[src/rtl/cpu_control_fsm_if.sv]
// Control-sequencer bus: datapath inputs to the sequencer and the strobes it issues.
interface cpu_control_fsm_if;
  logic        run;
  logic        step;
  logic [31:0] IR;
  logic        W_IR_valid;
  logic        write_ir;
  logic        write_pc;
  logic        pc_load;
  logic [3:0]  alu_op;
  logic        alu_b_imm;
  logic        flag_we;
  logic        mem_re;
  logic        mem_we;
  logic        rf_we;
  logic        rf_src_mem;
  logic        illegal;
  logic        halted;

  modport master (
    input  run, step, IR, W_IR_valid,
    output write_ir, write_pc, pc_load, alu_op, alu_b_imm, flag_we,
           mem_re, mem_we, rf_we, rf_src_mem, illegal, halted
  );

  modport slave (
    output run, step, IR, W_IR_valid,
    input  write_ir, write_pc, pc_load, alu_op, alu_b_imm, flag_we,
           mem_re, mem_we, rf_we, rf_src_mem, illegal, halted
  );
endinterface

[src/rtl/cpu_control_fsm.sv]
// Multi-cycle fetch/decode/execute/memory/write-back sequencer with retired-instruction counter.
// Optional single-step mode: define CPU_CTRL_STEP_EN.
module cpu_control_fsm #(
  parameter int unsigned CNT_W = 16
) (
  input  logic               clk,
  input  logic               rst,
  cpu_control_fsm_if.master  bus,
  output logic [2:0]         state,
  output logic [CNT_W-1:0]   instr_cnt
);

  typedef enum logic [2:0] {
    S_IDLE   = 3'd0,
    S_FETCH  = 3'd1,
    S_DECODE = 3'd2,
    S_EXEC   = 3'd3,
    S_MEM    = 3'd4,
    S_WB     = 3'd5,
    S_HALT   = 3'd6
  } state_t;

  state_t           state_q, state_d;
  logic [CNT_W-1:0] cnt_q;
  logic             retire_c;
  logic             start_c;
  state_t           wb_nxt_c;

  logic write_ir_c, write_pc_c, pc_load_c, flag_we_c;
  logic mem_re_c, mem_we_c, rf_we_c, rf_src_mem_c, illegal_c, halted_c;

  // Instruction class decode from the latched IR
  logic is_dp, is_ls, is_b, is_swi, is_undef, is_load, is_cmp;
  assign is_dp    = (bus.IR[27:26] == 2'b00);
  assign is_ls    = (bus.IR[27:26] == 2'b01);
  assign is_b     = (bus.IR[27:26] == 2'b10);
  assign is_swi   = (bus.IR[27:24] == 4'b1111);
  assign is_undef = (bus.IR[27:26] == 2'b11) && !is_swi;
  assign is_load  = bus.IR[20];
  assign is_cmp   = (bus.IR[24:23] == 2'b10);

`ifdef CPU_CTRL_STEP_EN
  localparam state_t RETIRE_NXT = S_IDLE;
  assign start_c  = bus.step;
  assign wb_nxt_c = S_IDLE;
`else
  localparam state_t RETIRE_NXT = S_FETCH;
  assign start_c  = bus.run;
  assign wb_nxt_c = bus.run ? S_FETCH : S_IDLE;
  logic unused_step;
  assign unused_step = bus.step;
`endif

  logic unused_ir;
  assign unused_ir = ^{bus.IR[31:28], bus.IR[19:0]};

  always_ff @(posedge clk) begin
    if (!rst) begin
      state_q <= S_IDLE;
      cnt_q   <= '0;
    end else begin
      state_q <= state_d;
      if (retire_c) cnt_q <= cnt_q + CNT_W'(1);
    end
  end

  // Next state and Moore strobes from state and IR
  always_comb begin
    state_d      = state_q;
    retire_c     = 1'b0;
    write_ir_c   = 1'b0;
    write_pc_c   = 1'b0;
    pc_load_c    = 1'b0;
    flag_we_c    = 1'b0;
    mem_re_c     = 1'b0;
    mem_we_c     = 1'b0;
    rf_we_c      = 1'b0;
    rf_src_mem_c = 1'b0;
    illegal_c    = 1'b0;
    halted_c     = 1'b0;
    case (state_q)
      S_IDLE: begin
        if (start_c) state_d = S_FETCH;
      end
      S_FETCH: begin
        write_ir_c = 1'b1;
        write_pc_c = 1'b1;
        if (bus.W_IR_valid) state_d = S_DECODE;
      end
      S_DECODE: begin
        if (is_undef) begin
          illegal_c = 1'b1;
          state_d   = S_FETCH;
        end else if (is_swi) begin
          retire_c = 1'b1;
          state_d  = S_HALT;
        end else begin
          state_d = S_EXEC;
        end
      end
      S_EXEC: begin
        if (is_dp) begin
          flag_we_c = bus.IR[20];
          if (is_cmp) begin
            retire_c = 1'b1;
            state_d  = RETIRE_NXT;
          end else begin
            state_d = S_WB;
          end
        end else if (is_ls) begin
          state_d = S_MEM;
        end else if (is_b) begin
          pc_load_c = 1'b1;
          retire_c  = 1'b1;
          state_d   = RETIRE_NXT;
        end else begin
          // IR changed under us to a non-executable class: refetch
          state_d = S_FETCH;
        end
      end
      S_MEM: begin
        if (is_load) begin
          mem_re_c = 1'b1;
          state_d  = S_WB;
        end else begin
          mem_we_c = 1'b1;
          retire_c = 1'b1;
          state_d  = RETIRE_NXT;
        end
      end
      S_WB: begin
        rf_we_c      = 1'b1;
        rf_src_mem_c = is_load;
        retire_c     = 1'b1;
        state_d      = wb_nxt_c;
      end
      S_HALT: begin
        halted_c = 1'b1;
      end
      default: begin
        state_d = S_IDLE;
      end
    endcase
  end

  assign bus.write_ir   = write_ir_c;
  assign bus.write_pc   = write_pc_c;
  assign bus.pc_load    = pc_load_c;
  assign bus.alu_op     = bus.IR[24:21];
  assign bus.alu_b_imm  = bus.IR[25];
  assign bus.flag_we    = flag_we_c;
  assign bus.mem_re     = mem_re_c;
  assign bus.mem_we     = mem_we_c;
  assign bus.rf_we      = rf_we_c;
  assign bus.rf_src_mem = rf_src_mem_c;
  assign bus.illegal    = illegal_c;
  assign bus.halted     = halted_c;

  assign state     = 3'(state_q);
  assign instr_cnt = cnt_q;

endmodule

[src/flat_wrapper.sv]
// flat-port wrapper written by rule: the top's interface ports become plain ports
module cpu_control_fsm_flat 
#(
  parameter int unsigned CNT_W = 16
)
  (clk, rst, state, instr_cnt, bus_run, bus_step, bus_IR, bus_W_IR_valid, bus_write_ir, bus_write_pc, bus_pc_load, bus_alu_op, bus_alu_b_imm, bus_flag_we, bus_mem_re, bus_mem_we, bus_rf_we, bus_rf_src_mem, bus_illegal, bus_halted);
  cpu_control_fsm_if bus_i ();
  input  logic clk;
  input  logic rst;
  output logic [2:0] state;
  output logic [CNT_W-1:0] instr_cnt;
  input wire logic [$bits(bus_i.run)-1:0] bus_run;
  input wire logic [$bits(bus_i.step)-1:0] bus_step;
  input wire logic [$bits(bus_i.IR)-1:0] bus_IR;
  input wire logic [$bits(bus_i.W_IR_valid)-1:0] bus_W_IR_valid;
  output wire logic [$bits(bus_i.write_ir)-1:0] bus_write_ir;
  output wire logic [$bits(bus_i.write_pc)-1:0] bus_write_pc;
  output wire logic [$bits(bus_i.pc_load)-1:0] bus_pc_load;
  output wire logic [$bits(bus_i.alu_op)-1:0] bus_alu_op;
  output wire logic [$bits(bus_i.alu_b_imm)-1:0] bus_alu_b_imm;
  output wire logic [$bits(bus_i.flag_we)-1:0] bus_flag_we;
  output wire logic [$bits(bus_i.mem_re)-1:0] bus_mem_re;
  output wire logic [$bits(bus_i.mem_we)-1:0] bus_mem_we;
  output wire logic [$bits(bus_i.rf_we)-1:0] bus_rf_we;
  output wire logic [$bits(bus_i.rf_src_mem)-1:0] bus_rf_src_mem;
  output wire logic [$bits(bus_i.illegal)-1:0] bus_illegal;
  output wire logic [$bits(bus_i.halted)-1:0] bus_halted;
  assign bus_i.run = bus_run;
  assign bus_i.step = bus_step;
  assign bus_i.IR = bus_IR;
  assign bus_i.W_IR_valid = bus_W_IR_valid;
  assign bus_write_ir = bus_i.write_ir;
  assign bus_write_pc = bus_i.write_pc;
  assign bus_pc_load = bus_i.pc_load;
  assign bus_alu_op = bus_i.alu_op;
  assign bus_alu_b_imm = bus_i.alu_b_imm;
  assign bus_flag_we = bus_i.flag_we;
  assign bus_mem_re = bus_i.mem_re;
  assign bus_mem_we = bus_i.mem_we;
  assign bus_rf_we = bus_i.rf_we;
  assign bus_rf_src_mem = bus_i.rf_src_mem;
  assign bus_illegal = bus_i.illegal;
  assign bus_halted = bus_i.halted;
  cpu_control_fsm #(.CNT_W(CNT_W)) u_core (.clk(clk), .rst(rst), .bus(bus_i), .state(state), .instr_cnt(instr_cnt));
endmodule
[config.mk]
export PLATFORM = sky130hd
export DESIGN_NAME = cpu_control_fsm_flat
export DESIGN_NICKNAME = d
export VERILOG_FILES = /design/src/rtl/cpu_control_fsm_if.sv /design/src/rtl/cpu_control_fsm.sv /design/src/flat_wrapper.sv
export SDC_FILE = /design/constraint.sdc
export NUM_CORES = 1
export LEC_CHECK = 0
export ABC_AREA = 1
export BUFFER_PORTS_ARGS = -buffer_cell sky130_fd_sc_hd__buf_2
export CAP_MARGIN = 10
export CORE_ASPECT_RATIO = 0.9
export CORE_MARGIN = 10
export CORE_UTILIZATION = 40
export CTS_CLUSTER_DIAMETER = 80
export DETAILED_ROUTE_END_ITERATION = 6
export PLACE_DENSITY = 0.73
export SLEW_MARGIN = 10
export SYNTH_ARGS = -nofsm -noshare
export SYNTH_HDL_FRONTEND = slang
export SYNTH_SLANG_ARGS = --single-unit
[constraint.sdc]
create_clock -name clk -period 1.9 [get_ports clk]
set_input_delay 0.285 -clock clk [delete_from_list [all_inputs] [get_ports clk]]
set_output_delay 0.285 -clock clk [all_outputs]
set_load 0.01 [all_outputs]
==> results of run 1 <==
==> through the flow <==
| step | total power, mW | cell area (sq um) | utilization [%] |
|---|---|---|---|
| floorplan | 0.559 | 1300 | - |
| global placement | 0.599 | 1490 | 48.3 |
| detailed placement | 0.602 | 1490 | 48.3 |
| CTS | 0.812 | 1530 | 49.4 |
| global route | 0.856 | 1530 | 49.6 |
| finish | 0.795 | 1530 | 49.6 |
==> what timing repair did <==
action                     CTS  global route
setup endpoints to repair   16            16
hold endpoints to repair     0             0
gates resized for setup      1             1
==> synthesized netlist by cell type (all sizes together) <==
library cell  count
nand2            56
nor2             40
inv              23
a21oi            19
dfxtp            19
nand3            18
nand4            14
buf              10
nor3              5
clkbuf            3
o21ai             3
xor2              3
ha                1
nor4              1
o211ai            1
xnor2             1
==> cells by family (layout without fill, tap and decap cells) <==
family / after synthesis / count (layout) / synth area share [%]
xor gates and xnor gates: 4 / 4 / 2.69
AOI/OAI and AO/OA: 23 / 23 / 9.03
adders and majority gates: 1 / 1 / 0.960
DFF: 19 / 19 / 29.2
buffers and inverters: 36 / 71 / 13.4
and+or+nand+nor: 134 / 134 / 44.7
==> layer usage <==
| layer | GRT usage [%] | vias up | routed length, um | part of all wire [%] |
|---|---|---|---|---|
| met4 | 2.93 | 0 | 14 | 0.40 |
| met2 | 20.8 | 28 | 1710 | 48 |
| met5 | 0 | - | 0 | 0 |
| li1 | - | 779 | - | - |
| met1 | 15.2 | 629 | 1600 | 45 |
| met3 | 4.34 | 2 | 216 | 6.1 |
==> area by class of cell <==
| type | count | area (sq um) | share of cell area, % |
|---|---|---|---|
| clock buffers | 4 | 26.3 | 1.71 |
| inverters | 23 | 86.3 | 5.63 |
| multi-input cells | 162 | 759 | 49.6 |
| flip-flops and latches | 19 | 380 | 24.8 |
| well taps | 42 | 52.6 | 3.43 |
| repair buffers | 44 | 228 | 14.9 |
==> path summary, 6_finish.rpt <==
kind	from	endpoint	slack (ns)
max	u_core.state[1]$_SDFFE_PN0P_	bus_illegal	0.27
min	bus_W_IR_valid	u_core.state[0]$_SDFFE_PN0P_	0.24
min reg2reg	u_core.instr_cnt[15]$_SDFFE_PN0P_	u_core.instr_cnt[15]$_SDFFE_PN0P_	0.53
max reg2reg	u_core.instr_cnt[0]$_SDFFE_PN0P_	u_core.instr_cnt[8]$_SDFFE_PN0P_	0.29
==> tightest hold or removal path, cell delays in order <==
cell and delay (ns):
buf_2 0.07, nor2_1 0.04, inv_1 0.04, a21oi_1 0.05
==> registers in the layout, summed over array words and instances (netlist names) <==
signal	count
u_core.instr_cnt	16
u_core.state	3
==> power groups by stage <==
stage | sequential (mW) | combinational [mW] | clock [mW]
after floorplan | 0.436 | 0.123 | 0
after global placement | 0.433 | 0.167 | 0
after detailed placement | 0.433 | 0.168 | 0
after CTS | 0.424 | 0.170 | 0.217
after global routing | 0.427 | 0.192 | 0.238
final | 0.424 | 0.167 | 0.203
==> summary.md, run 1 <==
| Metric | Value |
|---|---|
| Root buf cell | `clkbuf_4` |
| Comb pwr share | `21.1%` |
| Initial DRC count | `about 110` |
| Worst Setup End Kind | `output port` |
| Cell Area, Synth | `0.00130 sq mm` |
| H-tree levels | `1` |
| Hold slack | `0.244 ns` |
| CTS Hold Bufs | `0` |
| Crit path buf inv count | `2` |
| Std-Cell Rows | `19` |
| Pwr/cell area | `519 mW/mm^2` |
| Die area | `0.00594 sq mm` |
| Final Cycle Share | `85.9%` |
| Sw Share | `30.8%` |
| Largest area contributor in the netlist | `dfxtp_1` |
| Synth area leaders | `dfxtp_1, nand2_1, nor2_1, a21oi_1, nand4_1` |
| Port buffer count | `41` |
| Sw power | `0.245 mW` |
| Yosys reg bits | `19` |
| Routed len/inst | `12.0 um` |
| Mapped Cells | `between 200 and 250` |
| Post-route ant nets | `0` |
| Crit-path cells | `inv_1 -> nor2_1 -> nand2_1 -> nor2_1 -> buf_2` |
| Hold Crit Class | `primary input to register` |
| Outcome | `complete, no violations` |
| RD Place Congestion | `0.841` |
| Achievable Freq | `0.613 GHz` |
| Worst VDD drop | `0.299 mV` |
| Cell depth of the worst setup path | `5` |
| Worst hold stages | `4` |
| Placed Cells | `290` |
| Worst-Margin Slew | `about 0.42 ns` |
| Die width | `80.2 um` |
| Syn. warnings | `0` |
| Setup CP Type | `register to output port` |
| CTS sink count | `19` |
| First-pass GRT wire length | `6090 um` |
| Vias in the first global route | `between 1,000 and 1,500` |
| Die Y | `roughly 74 um` |
| Area Overhead vs Synth | `17.7%` |
| Share of the synthesized area in the top cell type | `29.2%` |
| Data arrival time of the critical path | `about 1.4 ns` |
| Initial Util | `between 40% and 50%` |
| Most used cell, CP | `nor2_1` |
| Req. time, crit path | `approximately 1.6 ns` |
| Final WL | `3540 um` |
| Sequential area share after synthesis | `29.2%` |
| Tot GR Track Use | `12.5%` |
| Layout cells sized above 1 | `21.0%` |
| CP delay by family, top | `flip-flops` |
| GRT overflow | `0` |
| Syn_area_per_cell | `6.00 sq um` |
| Clock slew at reported path FFs | `0.10 ns` |
| Int Power | `0.550 mW` |
| Drt drc | `0` |
| Most frequent cells in the layout | `nand2_1, buf_2, nor2_1, inv_1` |
| Place WS | `-0.0581 ns` |
| Syn_nets | `about 260` |
| CP Max Fanout | `5` |
| Post-synth cell types | `22` |
| Type of origin of the critical path | `register` |
| Final hold violations | `0` |
| Slew HR | `a little over 70%` |
| Clk Latency, worst-skew pair | `about 0.30 ns` |
| Worst Skew | `roughly 0.0092 ns` |
| Leak pwr | `0.717 nW` |
| Post-Layout Cell Count | `294` |
| Core box area | `0.00309 sq mm` |
| Largest net degree at the start of global routing | `23` |
| Post-detail-place hpwl | `between 2000 and 3000 um` |
| RSZ-0062 raised after global routing | `false` |
| Clock network fraction of design power | `25.6%` |
| Sequential Power Share | `53.4%` |
| Ant. Diodes | `0` |
| I/O pin cnt | `between 70 and 80` |
| Fin. max-slew vios | `0` |
| Clk buf depth | `2` |
| Final WS setup | `0.269 ns` |
| Finish-stage setup viols | `0` |
| Initial antenna violation count | `0` |
| CTS Buf Count | `3` |
| Fin crit period | `1.63 ns` |
| R2r worst-path depth | `7` |
| Slowest cell on crit path | `dfxtp_1` |
| CTS tree | `done` |
| Largest stage delay, worst path | `0.42 ns` |
| First-pass iteration count of the detailed router | `4` |
| Post-CTS Setup Bufs | `0` |
| Commonest non-fill, non-tap cell in the layout | `nand2_1` |
| Total of max-cap violations | `0` |
| Fill count | `between 300 and 400` |
| Vias per inst | `4.89` |
| Fin Setup TNS | `0 ns` |
| Vias | `1,438` |
| Final nets | `291` |
Note: power is estimated with default switching activity, not from simulation.
==> run 2, diff against run 1 <==
--- a/config.mk
+++ b/config.mk
@@ -5,7 +5,6 @@
 export SDC_FILE = /design/constraint.sdc
 export NUM_CORES = 1
 export LEC_CHECK = 0
-export ABC_AREA = 1
 export BUFFER_PORTS_ARGS = -buffer_cell sky130_fd_sc_hd__buf_2
 export CAP_MARGIN = 10
 export CORE_ASPECT_RATIO = 0.9
==> summary.md, run 2 <==
| Metric | Value |
|---|---|
| Root buf cell | `clkbuf_4` |
| Fin crit period | `1.75 ns (+0.118 ns)` |
| Core box area | `0.00309 sq mm (unchanged)` |
| Data arrival time of the critical path | `1.46 ns (+0.11 ns)` |
| Fill count | `300 (-9.1%)` |
| Initial DRC count | `73 (-34%)` |
| Post-synth cell types | `36 (+64%)` |
| Total of max-cap violations | `0 (unchanged)` |
| CTS sink count | `19 (unchanged)` |
| Clock slew at reported path FFs | `0.11 ns (about the same)` |
| Clk buf depth | `2 (unchanged)` |
| Crit path from | `u_core.state[2]$_SDFFE_PN0P_` |
| Most frequent cells in the layout | `buf_2, nand2_1, dfxtp_1, mux2i_1` |
| Syn. warnings | `0 (unchanged)` |
| Crit Reg-Reg Endpoint | `u_core.instr_cnt[15]$_SDFFE_PN0P_` |
| Pwr/cell area | `458 mW/mm^2 (-12%)` |
| Vias | `1,234 (-14%)` |
| H-tree levels | `1 (unchanged)` |
| Final WL | `3120 um (-12%)` |
| Most common cell in the netlist | `nand2_1` |
| Worst Setup End Kind | `output port` |
| Drt drc | `0 (unchanged)` |
| Vias per inst | `5.10 (+4.3%)` |
| CTS Buf Count | `3 (unchanged)` |
| Syn_area_per_cell | `8.23 sq um (+37%)` |
| Port buffer count | `41 (unchanged)` |
| Area Overhead vs Synth | `23.9%` |
| Asr flop ratio synth | `0% (unchanged)` |
| Worst Skew | `0.00929 ns (+0.0000466 ns)` |
| Synth area leaders | `dfxtp_1, mux2i_1, nand2_1, nand2b_1, buf_4` |
| Routed len/inst | `12.9 um (+7.2%)` |
| Crit path to | `bus_flag_we` |
| Share of the synthesized area in the top cell type | `29.4% (+0.23 points)` |
| Yosys reg bits | `19 (unchanged)` |
| Vias in the first global route | `1,146 (-12%)` |
| Min-delay src | `bus_W_IR_valid` |
| Layout cells sized above 1 | `33.0% (+12 points)` |
| Post-detail-place hpwl | `2490 um (-9.4%)` |
| Placed Cells | `238 (-18%)` |
| Cell Area, Synth | `0.00129 sq mm (-0.77%)` |
| Post-Layout Cell Count | `242 (-18%)` |
| Tot GR Track Use | `10.5% (-2.0 points)` |
| Max FFs per register | `16 (unchanged)` |
| Hold slack | `0.316 ns (+0.0718 ns)` |
| Final hold violations | `0 (unchanged)` |
| Die width | `79.9 um (-0.29%)` |
| Die Y | `73.9 um (-0.28%)` |
| Setup CP Type | `register to output port` |
| I/O pin cnt | `71 (unchanged)` |
| Finish-stage setup viols | `0 (unchanged)` |
| Hold Crit Class | `primary input to register` |
| Final Cycle Share | `92.1% (+6.2 points)` |
| Largest net degree at the start of global routing | `34 (+48%)` |
| CP Max Fanout | `9 (+4)` |
| Initial antenna violation count | `0 (unchanged)` |
| Clk Latency, worst-skew pair | `0.30 ns (about the same)` |
| Worst reg2reg path startpoint | `u_core.state[0]$_SDFFE_PN0P_` |
| RSZ-0062 raised after global routing | `false` |
| CTS tree | `done` |
| Type of origin of the critical path | `register` |
| Slew HR | `58.0% (-14 points)` |
| Syn_nets | `195 (-24%)` |
| Commonest non-fill, non-tap cell in the layout | `buf_2` |
| Std-Cell Rows | `19 (unchanged)` |
| GRT overflow | `0 (unchanged)` |
| Req. time, crit path | `1.62 ns (about the same)` |
| Die area | `0.00591 sq mm (-0.57%)` |
| Largest area contributor in the netlist | `dfxtp_1` |
| Ant. Diodes | `0 (unchanged)` |
| Initial Util | `41.8% (-0.32 points)` |
| R2R setup slack | `0.17 ns (-0.12 ns)` |
| First-pass GRT wire length | `5250 um (-14%)` |
| Worst-Margin Slew | `0.629 ns (+0.214 ns)` |
| First-pass iteration count of the detailed router | `4 (unchanged)` |
| Post-synth EDFFs | `0 (unchanged)` |
| Leak pwr | `0.664 nW (-7.4%)` |
| Achievable Freq | `0.571 GHz (-6.8%)` |
| Post-CTS Setup Bufs | `0 (unchanged)` |
| Outcome | `complete, no violations` |
| RD Place Congestion | `0.778 (-7.5%)` |
| Post-route ant nets | `0 (unchanged)` |
| Sequential area share after synthesis | `29.4% (+0.23 points)` |
| Main synth FF type | `dfxtp_1` |
| R2r worst-path depth | `5 (-2)` |
| Synth top cells by count | `nand2_1, dfxtp_1, mux2i_1` |
| Worst VDD drop | `0.356 mV (+19%)` |
| Fin. max-slew vios | `0 (unchanged)` |
| Final nets | `239 (-18%)` |
| Mapped Cells | `157 (-28%)` |
run 2: cell count changes after synthesis, sizes merged, moves of 13 or more:
cell / before / now
nor2: 40 / 1
nand2: 56 / 23
inv: 23 / 6
mux2i: 0 / 14
a21oi: 19 / 6
nand2b: 0 / 13
nand3: 18 / 5
run 2: power breakdown:
group / switching [mW] / internal (mW) / leakage [nW]
clock network: 0.121 / 0.0818 / 0.0150
registers: 0.00522 / 0.403 / 0.154
logic: 0.0689 / 0.0532 / 0.495
run 2: critical path: stages (launching register included):
cell and delay, ns:
dfxtp_1 0.52, and4bb_2 0.31, and3b_2 0.21, buf_2 0.13
run 2: worst min-delay path by stage:
| stage | slack [ns] | endpoint | cells past startpoint |
|---|---|---|---|
| 2_1_floorplan | 0.44 | u_core.instr_cnt[6]$_SDFFE_PN0P_ | 2 |
| 3_3_place_gp | 0.45 | u_core.instr_cnt[15]$_SDFFE_PN0P_ | 2 |
| 3_5_place_dp | 0.47 | u_core.instr_cnt[15]$_SDFFE_PN0P_ | 2 |
| 4_1_cts | 0.32 | u_core.state[1]$_SDFFE_PN0P_ | 4 |
| 5_1_grt | 0.37 | u_core.state[1]$_SDFFE_PN0P_ | 4 |
| 6_report | 0.32 | u_core.state[1]$_SDFFE_PN0P_ | 4 |
run 2: kinds of logic (layout without fill, tap and decap cells):
family / count (synthesis) / in the layout / share of synthesized area [%]
AO/OA/AOI/OAI: 30 / 30 / 17.7
XOR/XNOR: 1 / 1 / 1.26
adder cells (fa/ha/maj): 1 / 1 / 0.968
buffers and inverters: 21 / 64 / 9.20
flip-flops: 19 / 19 / 29.4
multiplexers: 14 / 14 / 10.8
AND/OR/NAND/NOR: 71 / 71 / 30.6
run 2: metal layers:
metal / part of all wire, % / up-vias / routed length (um) / GRT usage [%]
li1: - / 644 / - / -
met1: 45 / 574 / 1400 / 12.1
met2: 52 / 14 / 1610 / 19.5
met3: 2.8 / 2 / 89 / 2.56
met4: 0.90 / 0 / 28 / 1.76
met5: 0 / - / 0 / 0
run 2: what timing repair did:
action	4_1_cts	5_1_grt
gates resized for setup	0	4
endpoints found under the setup margin	0	6
hold buffers	0	0
endpoints found under the hold margin	0	0
run 2: layout make-up:
class,instances,area [sq um],share of cell area [%]
inverters,6,22.5,1.41
flip-flops and latches,19,382,23.8
well taps,42,52.6,3.28
repair buffers,54,303,18.9
clock buffers,4,26.3,1.64
multi-input cells,117,816,50.9
run 2: metrics by stage:
stage          total power, mW  TNS, ns  util [%]  area (sq um)  worst slack (ns)
4_1_cts                  0.739        0      51.1          1580           0.00986
3_5_place_dp             0.538   -0.149      50.2          1550           -0.0525
5_1_grt                  0.769        0      51.8          1600            0.0473
3_3_place_gp             0.535   -0.161      50.2          1550           -0.0555
6_report                 0.734        0      51.8          1600             0.150
2_1_floorplan            0.494        0         -          1290             0.264
